===== config.mk =====
export PLATFORM = sky130hd
export DESIGN_NAME = fifo_write_arbiter
export DESIGN_NICKNAME = d
export VERILOG_FILES = /design/src/rtl/fifo_write_arbiter.sv
export SDC_FILE = /design/constraint.sdc
export NUM_CORES = 1
export LEC_CHECK = 0
export BUFFER_PORTS_ARGS = -buffer_cell sky130_fd_sc_hd__buf_2
export CAP_MARGIN = 20
export CORE_AREA = 2 2 39 41
export CTS_CLUSTER_DIAMETER = 80
export DETAILED_ROUTE_END_ITERATION = 7
export DIE_AREA = 0 0 41 43
export PLACE_DENSITY = 0.62
export SLEW_MARGIN = 20
export SYNTH_ARGS = -nofsm -noshare
export SYNTH_HDL_FRONTEND = slang
export SYNTH_SLANG_ARGS = --single-unit

===== constraint.sdc =====
create_clock -name i_CLK -period 3.27 [get_ports i_CLK]
set_clock_uncertainty 0.1 [all_clocks]
set_input_delay 0.8175 -clock i_CLK [delete_from_list [all_inputs] [get_ports i_CLK]]
set_output_delay 0.8175 -clock i_CLK [all_outputs]
set_load 0.005 [all_outputs]

===== src/rtl/fifo_write_arbiter.sv =====
// Round-robin arbiter in front of a FIFO write port.
// Optional packet lock: define FIFO_ARB_LOCK_EN.
module fifo_write_arbiter #(
  parameter int DATA_WIDTH = 8,
  parameter int NUM_REQ    = 2
) (
  input  logic                          i_CLK,
  input  logic                          i_RESET,
  input  logic [NUM_REQ-1:0]            i_Req_Valid,
  input  logic [NUM_REQ*DATA_WIDTH-1:0] i_Req_Data,
  input  logic [NUM_REQ-1:0]            i_Req_Last,
  output logic [NUM_REQ-1:0]            o_Req_Ready,
  output logic [NUM_REQ-1:0]            o_Grant,
  input  logic                          i_Fifo_Full,
  output logic [DATA_WIDTH-1:0]         o_Fifo_Data,
  output logic                          o_Fifo_Write_EN,
  output logic                          o_Locked
);

  localparam int IDX_W = $clog2(NUM_REQ);
  localparam logic [IDX_W-1:0] LAST_RST = IDX_W'(NUM_REQ - 1);

  logic [IDX_W-1:0] r_Last;
  logic [IDX_W-1:0] rr_idx;
  logic [IDX_W-1:0] cand;
  logic             rr_hit;
  logic [IDX_W-1:0] gnt_idx;
  logic             gnt_vld;
  logic             locked;
  logic             transfer;

  // First valid requester after the last one served, wrapping
  always_comb begin
    rr_hit = 1'b0;
    rr_idx = '0;
    cand   = '0;
    for (int i = 1; i <= NUM_REQ; i++) begin
      cand = IDX_W'((int'(r_Last) + i) % NUM_REQ);
      if (!rr_hit && i_Req_Valid[cand]) begin
        rr_hit = 1'b1;
        rr_idx = cand;
      end
    end
  end

`ifdef FIFO_ARB_LOCK_EN
  typedef enum logic {
    S_IDLE,
    S_LOCKED
  } state_t;

  state_t           r_State;
  state_t           w_State;
  logic [IDX_W-1:0] r_Lock_Idx;
  logic [IDX_W-1:0] w_Lock_Idx;

  assign locked  = (r_State == S_LOCKED);
  assign gnt_idx = locked ? r_Lock_Idx : rr_idx;
  assign gnt_vld = locked | rr_hit;

  // Lock state register
  always_ff @(posedge i_CLK or posedge i_RESET) begin
    if (i_RESET) begin
      r_State    <= S_IDLE;
      r_Lock_Idx <= '0;
    end else begin
      r_State    <= w_State;
      r_Lock_Idx <= w_Lock_Idx;
    end
  end

  // A non-final word holds the port for its requester
  always_comb begin
    w_State    = r_State;
    w_Lock_Idx = r_Lock_Idx;
    if (transfer) begin
      if (!i_Req_Last[gnt_idx]) begin
        w_State    = S_LOCKED;
        w_Lock_Idx = gnt_idx;
      end else begin
        w_State    = S_IDLE;
      end
    end
  end
`else
  logic unused_last;

  assign unused_last = ^i_Req_Last;
  assign locked      = 1'b0;
  assign gnt_idx     = rr_idx;
  assign gnt_vld     = rr_hit;
`endif

  // Grant, handshake and FIFO write, all blanked during reset
  always_comb begin
    o_Grant         = '0;
    o_Req_Ready     = '0;
    o_Fifo_Data     = '0;
    o_Fifo_Write_EN = 1'b0;
    if (!i_RESET && gnt_vld) begin
      o_Grant[gnt_idx] = 1'b1;
      o_Req_Ready      = o_Grant & {NUM_REQ{~i_Fifo_Full}};
      o_Fifo_Write_EN  = |(o_Req_Ready & i_Req_Valid);
      o_Fifo_Data      =
        i_Req_Data[int'(gnt_idx)*DATA_WIDTH +: DATA_WIDTH];
    end
  end

  assign transfer = o_Fifo_Write_EN;
  assign o_Locked = locked & ~i_RESET;

  // Remember who was served last
  always_ff @(posedge i_CLK or posedge i_RESET) begin
    if (i_RESET)
      r_Last <= LAST_RST;
    else if (transfer)
      r_Last <= gnt_idx;
  end

endmodule


# After elaboration in Yosys (flattened, before gate mapping)
# Index checks and enable logic that the tools add are counted.
[totals]
ff_bits = 1
input_bits = 23
out_inout_bits = 14
wordCells = 31
[classes]
n_addsub = 2
magnitude_cmp = 4
shift = 1
mux = 14
bitwise_logic = 3
reduce_logical = 6
[op_table]
columns = ["cell", "n"]
rows = [
  ["variable part select 16 x 5 -> 8 bit", 1],
  ["2-to-1 mux 1 bit", 10],
  ["2-to-1 mux 8 bit", 1],
  ["less-than comparator 1 x 2 -> 1 bit (second input constant)", 3],
  ["AND 2 bit", 2],
  ["2-to-1 mux 2 bit", 2],
  ["logical AND 1 bit", 3],
  ["adder 1 bit (second input constant)", 2],
  ["logical NOT 1 bit", 2],
  ["OR reduction 2 bit", 1],
  ["demux 1 bit (select 1 bit)", 1],
  [">= comparator 1 bit (second input constant)", 1],
  ["inverter 1 bit", 1],
]

# Longest topological paths before layout
# Gate-level depths: netlist of run 1.
[logic_depth]
word_depth = 15
depth_mapped = 3
depth_no_buf = 2

# Least setup slack after synthesis of run 1
# OpenSTA, ideal clock, no wires.
[synth_timing]
kind = "input port to output port"
startpoint = "in i_Req_Valid[1]"
endpoint = "out o_Fifo_Data[0]"
t_arrival_ns = 1.390
required_ns = 2.352
path_slack_ns = 0.963
stages = 3
path_cell_list = "nor2b_1 > buf_2 > o32ai_1"
[synth_between]
elab_chain_len = 8
word_cells_on_any_way = 13
classes_between = "shift (1); mux (9); reduce/logical (3)"
[synth_rtl]
columns = ["item", "line", "rtl"]
rows = [
  ["from (decl)", "9", "input logic [NUM_REQ-1:0] i_Req_Valid,"],
  ["2-to-1 mux 1 bit (implied by the code) (2 in series)", "39", "if (!rr_hit && i_Req_Valid[cand]) begin"],
  ["2-to-1 mux 1 bit", "39", ""],
  ["logical NOT 1 bit", "39", ""],
  ["logical AND 1 bit", "39", ""],
  ["2-to-1 mux 1 bit", "39", ""],
  ["variable part select 16 x 5 -> 8 bit or logical AND 1 bit (tied branches)", "105, 100", ""],
  ["2-to-1 mux 8 bit *", "100", "if (!i_RESET && gnt_vld) begin"],
  ["to (decl)", "15", "output logic [DATA_WIDTH-1:0] o_Fifo_Data,"],
]
# Mark *: on every way between the ends. The rest lies on a longest branch, timed or not. The select of a mux whose other input is x is not followed.

# Final worst setup path of run 1
[layout_timing]
startpoint = "in i_Req_Valid[1]"
endpoint = "out o_Fifo_Data[7]"
# Same word-level chain as after synthesis.

==> out/metrics.yaml, run 1 <==
status: "finished clean"
ys.flop_type: "dfstp_2"
whs_ps: 473.9
busiest_layer: "met2"
post_cts_buffers: 0
ctsResizeCount: 0
grt-ovfl-total: 0
port_buffers: 33
synth_seq_cells: 1
netlist.area_leader.share_pct: 33.61
tightest_slew_ps: 753.6
slew_headroom_pct: 49.65
critPathTopFamily: "simple AND/OR/NAND/NOR gates"
insertion_delay_ps: 0
clkTransAtPathRegs_ps: 0
critPathLaunch: "i_Req_Valid[1]"
areaGrowthSynthToFinish_pct: 53.78
min_from: "r_Last"
vias: 416
synthesis.nets: 66
drt_iter0_drc: 1
p_comb_share_pct: 75.1
slowest_stage: "nor2b_1"
synth_edf_count: 0
rrSetupSlack_ps: 1930
crit_required_ps: 2350
cp_slowest_stage_delay_ps: 610
remaining_drc_errors: 0
grt_pass1_wl_um: 1407
hold_buffers: 0
ant_nets: 0
end_kind: "output port"
die_h_um: 43
finalSetupViolCount: 0
path_cells: "buf_2, nor2b_1, o32ai_1, buf_2"
start_kind: "input port"
cp.arrival_ps: 1850
synth.most_common_cell: "nand2b_1"
instances_no_fill: 87
die_w_um: 41
synthTopCellsByCount: "16 x nand2b_1, 8 x o32ai_1"
crit_type: "in -> out"
largest_reg_flops: 1
drive_gt1_share_pct: 49.30
p_seq_share_pct: 24.9
wl_um: 896
rows: 14
syn_area_per_cell_um2: 6.925
rr_worst_depth: 2
core_area_um2: 1384
fin_crit_sh_pct: 84.76
whs_endpoint: "r_Last"
switching_share_pct: 40.48
hold_violations: 0
post_drt_wl_per_cell_um: 10.30
synth_cells: 43
nNetsFinal: 96
dieArea_um2: 1763
grt_use_met2_pct: 16.88
cp_common_cell: "buf_2"
global_route.usage.met1_pct: 15.82
reg2reg_from: "r_Last"
grt_pass1_vias: 358
p_int_mw: 0.04940
ys.warnings.count: 0
top_register: "r_Last"
switching_power_mw: 0.03360
rsz0062_at_grt: "no"
syn_area_um2: 297.8
cp_max_fo: 11
start_util_pct: 21.52
top_regs: "r_Last (1)"
place_area_um2: 457.9
async_reset_ff_share_pct: 100.0
finalWeightedCongestion: 0.6174
max_freq_ghz: 0.3608
grt_usage_pct: 10.39
max_cap_viol_count: 0
powerDensity_nw_per_um2: 181.2
routed_via_density: 4.782
fin_util_pct: 33.09
vdd_ir_drop_max_mv: 0.05220
fillers: 172
leakagePower_nw: 0.2312
holdPathStages: 1
grt_util_met3_pct: 0
antenna_found_initial: 0
grt_max_degree: 24
fin_area_um2: 457.9
synth_top_area_cell: "nand2b_1"
synth.distinct_cells: 17
yosysSeqAreaShare_pct: 8.824
yosys-top-cells-area: "nand2b_1 34%, o32ai_1 24%, dfstp_2 8.8%"
path_buf_inv: 2
fin_tns_setup_ps: 0
hold_path.class: "reg -> reg"
drtPass1Iterations: 2
period_minus_slack_ps: 2772
pin_count: 37
rr_endpoint: "r_Last"
pwr-share-clk_pct: 0
maxSlewViolCount: 0
insertedDiodeCount: 0
place_inst: 87
==> final cells by class <==
| class | instances | area, um2 | area share [%] |
|---|---|---|---|
| Inverter | 2 | 7.507 | 1.639 |
| Tap cell | 16 | 20.02 | 4.372 |
| Timing Repair Buffer | 33 | 165.2 | 36.07 |
| Sequential cell | 1 | 26.28 | 5.738 |
| Multi-Input combinational cell | 35 | 239.0 | 52.19 |
==> kinds of logic after synthesis <==
kind of cell	synth area share [%]
AND/OR/NAND/NOR	46.64
AO/OA/AOI/OAI	32.36
buffers and inverters	10.92
flip-flops	8.825
other	1.259
==> stage by stage <==
step / total power, mW / worst slack (ps)
2_1_floorplan: 0.05715 / 962.6
3_3_place_gp: 0.08244 / 480.8
3_5_place_dp: 0.08419 / 474.8
4_1_cts: 0.08435 / 486.0
5_1_grt: 0.09197 / 348.4
6_report: 0.08300 / 498.3
==> layer usage <==
metal  vias to the layer above  routed length [um]
li1                        212                   -
met1                       188                 388
met2                        16                 446
met3                         0                  61
met4                         0                   0
met5                         -                   0
==> how the worst max path moves through the flow <==
| stage | to | slack [ps] | cells after the start |
|---|---|---|---|
| final | o_Fifo_Data[7] | 500 | 4 |
| after global routing | o_Fifo_Data[3] | 350 | 4 |
| after CTS | o_Fifo_Data[6] | 490 | 4 |
| after detailed placement | o_Fifo_Data[6] | 470 | 4 |
| after global placement | o_Fifo_Data[6] | 480 | 4 |
| after floorplan | o_Fifo_Data[0] | 960 | 3 |
==> power by group through the flow <==
stage	Clock, mW	Combinational (mW)	Sequential (mW)
finish	0	0.0624	0.0206
global placement	0	0.0623	0.0201
global route	0	0.0707	0.0212
CTS	0	0.0636	0.0207
detailed placement	0	0.0639	0.0203
floorplan	0	0.0376	0.0195
==> cells in the final DEF, fill, tap and decap left out, drive strengths merged, types with 2 or more instances in the layout <==
| master | instances |
|---|---|
| nor3 | 2 |
| nor2 | 2 |
| buf | 33 |
| o32ai | 8 |
| nand2b | 16 |
No activity file was read; power rests on OpenSTA's default activity.
==> inputs of run 2 (changes only) <==
- clock period: 3.27 -> 2.9 ns (I/O delays scaled with it)
==> out/metrics.yaml, run 2 (synthesis gave the netlist of run 1 again) <==
finalSetupViolCount: 0  # unchanged
die_w_um: 41  # unchanged
max_freq_ghz: 0.3864
hold_violations: 0  # unchanged
post_drt_wl_per_cell_um: 10.01  # was 10.30 um
slew_headroom_pct: 49.44  # was 49.65%
dieArea_um2: 1763  # unchanged
status: "finished clean"  # unchanged
fin_crit_sh_pct: 89.24
drtPass1Iterations: 4  # was 2
place_area_um2: 457.9  # unchanged
finalPower_mw: 0.09332  # was 0.08300 mW
grt_pass1_wl_um: 1345  # was 1407 um
nNetsFinal: 96  # unchanged
slowest_stage: "nor2b_1"  # unchanged
post_cts_buffers: 0  # unchanged
grt_pass1_vias: 334  # was 358
p_comb_share_pct: 75.1  # about the same
powerDensity_nw_per_um2: 203.8  # was 181.2 nW/um2
instances_no_fill: 87  # unchanged
grt-ovfl-total: 0  # unchanged
ctsResizeCount: 0  # unchanged
final_cell_mix: "33 x buf_2, 16 x nand2b_1, 8 x o32ai_1, 2 x nor2_1, 2 x nor3_1"  # unchanged
core_area_um2: 1384  # unchanged
insertion_delay_ps: 0  # about the same
start_util_pct: 21.52  # unchanged
top_register: "r_Last"  # unchanged
rsz0062_at_grt: "no"  # unchanged
fin_area_um2: 457.9  # unchanged
p_seq_share_pct: 24.9  # about the same
grt_usage_pct: 9.990  # was 10.39%
crit_type: "in -> out"  # unchanged
top_regs: "r_Last (1)"  # unchanged
cp.arrival_ps: 1760  # was 1850 ps
routed_via_density: 4.805  # was 4.782
die_h_um: 43  # unchanged
fin_tns_setup_ps: 0  # unchanged
drive_gt1_share_pct: 49.30  # unchanged
layout_commonest_cell: "buf_2"  # unchanged
crit_required_ps: 2080  # was 2350 ps
largest_reg_flops: 1  # unchanged
clkTransAtPathRegs_ps: 0  # about the same
cp_common_cell: "buf_2"  # unchanged
dp_slack_ps: 284.4  # was 474.8 ps
hold_path.class: "reg -> reg"  # unchanged
switching_share_pct: 40.32  # was 40.48%
max_cap_viol_count: 0  # unchanged
grt_max_degree: 24  # unchanged
insertedDiodeCount: 0  # unchanged
pin_count: 37  # unchanged
remaining_drc_errors: 0  # unchanged
cp_max_fo: 11  # unchanged
period_minus_slack_ps: 2588
fin_ws_ps: 312.0  # was 498.3 ps
end_kind: "output port"  # unchanged
cp_slowest_stage_delay_ps: 610  # about the same
p_int_mw: 0.05569  # was 0.04940 mW
switching_power_mw: 0.03763  # was 0.03360 mW
port_buffers: 33  # unchanged
place_inst: 87  # unchanged
vdd_ir_drop_max_mv: 0.05704  # was 0.05220 mV
antenna_found_initial: 0  # unchanged
areaGrowthSynthToFinish_pct: 53.78  # unchanged
tightest_slew_ps: 756.8  # was 753.6 ps
finalWeightedCongestion: 0.6177  # was 0.6174
vias: 418  # was 416
pwr-share-clk_pct: 0  # about the same
fin_util_pct: 33.09  # unchanged
ant_nets: 0  # unchanged
start_kind: "input port"  # unchanged
path_cells: "buf_2, nor2b_1, o32ai_1, buf_2"  # unchanged
rows: 14  # unchanged
hold_buffers: 0  # unchanged
maxSlewViolCount: 0  # unchanged
leakagePower_nw: 0.2312  # unchanged
whs_ps: 473.7  # was 473.9 ps
wl_um: 871  # was 896 um
hpwl_um: 669.8
drt_iter0_drc: 1  # unchanged
## run 2: cell counts in the layout (fill, tap and decap cells not counted)
Identical to the previous run, type by type.
## run 2: final cells by class
cell class / count / area, um2
timing repair buffer: 33 / 165.2
fill: 170 / 925.9
tap: 16 / 20.02
multi-input combinational: 35 / 239.0
inverter: 2 / 7.507
sequential: 1 / 26.28
## run 2: final timing paths
check	from	end	slack [ps]	cells past startpoint
setup / recovery	i_Req_Valid[1]	o_Fifo_Data[0]	310	4
hold / removal	r_Last	r_Last	470	1
hold reg to reg	r_Last	r_Last	470	1
max in group asynchronous	i_RESET	r_Last	1920	2
min in group asynchronous	i_RESET	r_Last	760	2
setup reg to reg	r_Last	r_Last	1560	2
## run 2: power groups by stage
stage	Clock [mW]	Sequential (mW)	Combinational, mW
floorplan	0	0.0220	0.0424
global placement	0	0.0227	0.0703
detailed placement	0	0.0229	0.0719
CTS	0	0.0234	0.0717
global route	0	0.0240	0.0789
finish	0	0.0233	0.0701
## run 2: worst max-delay path: cells and delay by family
kind / cells / cell delay, ps
AO/OA/AOI/OAI: 1 / 170
buffers and inverters: 2 / 250
AND/OR/NAND/NOR: 1 / 610
## run 2: routing by layer
| metal | part of all wire (%) | track usage (%) | vias up |
|---|---|---|---|
| met5 | 0 | 0 | - |
| met4 | 0 | 0 | 0 |
| met2 | 52 | 16.88 | 16 |
| li1 | - | - | 213 |
| met1 | 42 | 14.56 | 189 |
| met3 | 5.6 | 0 | 0 |
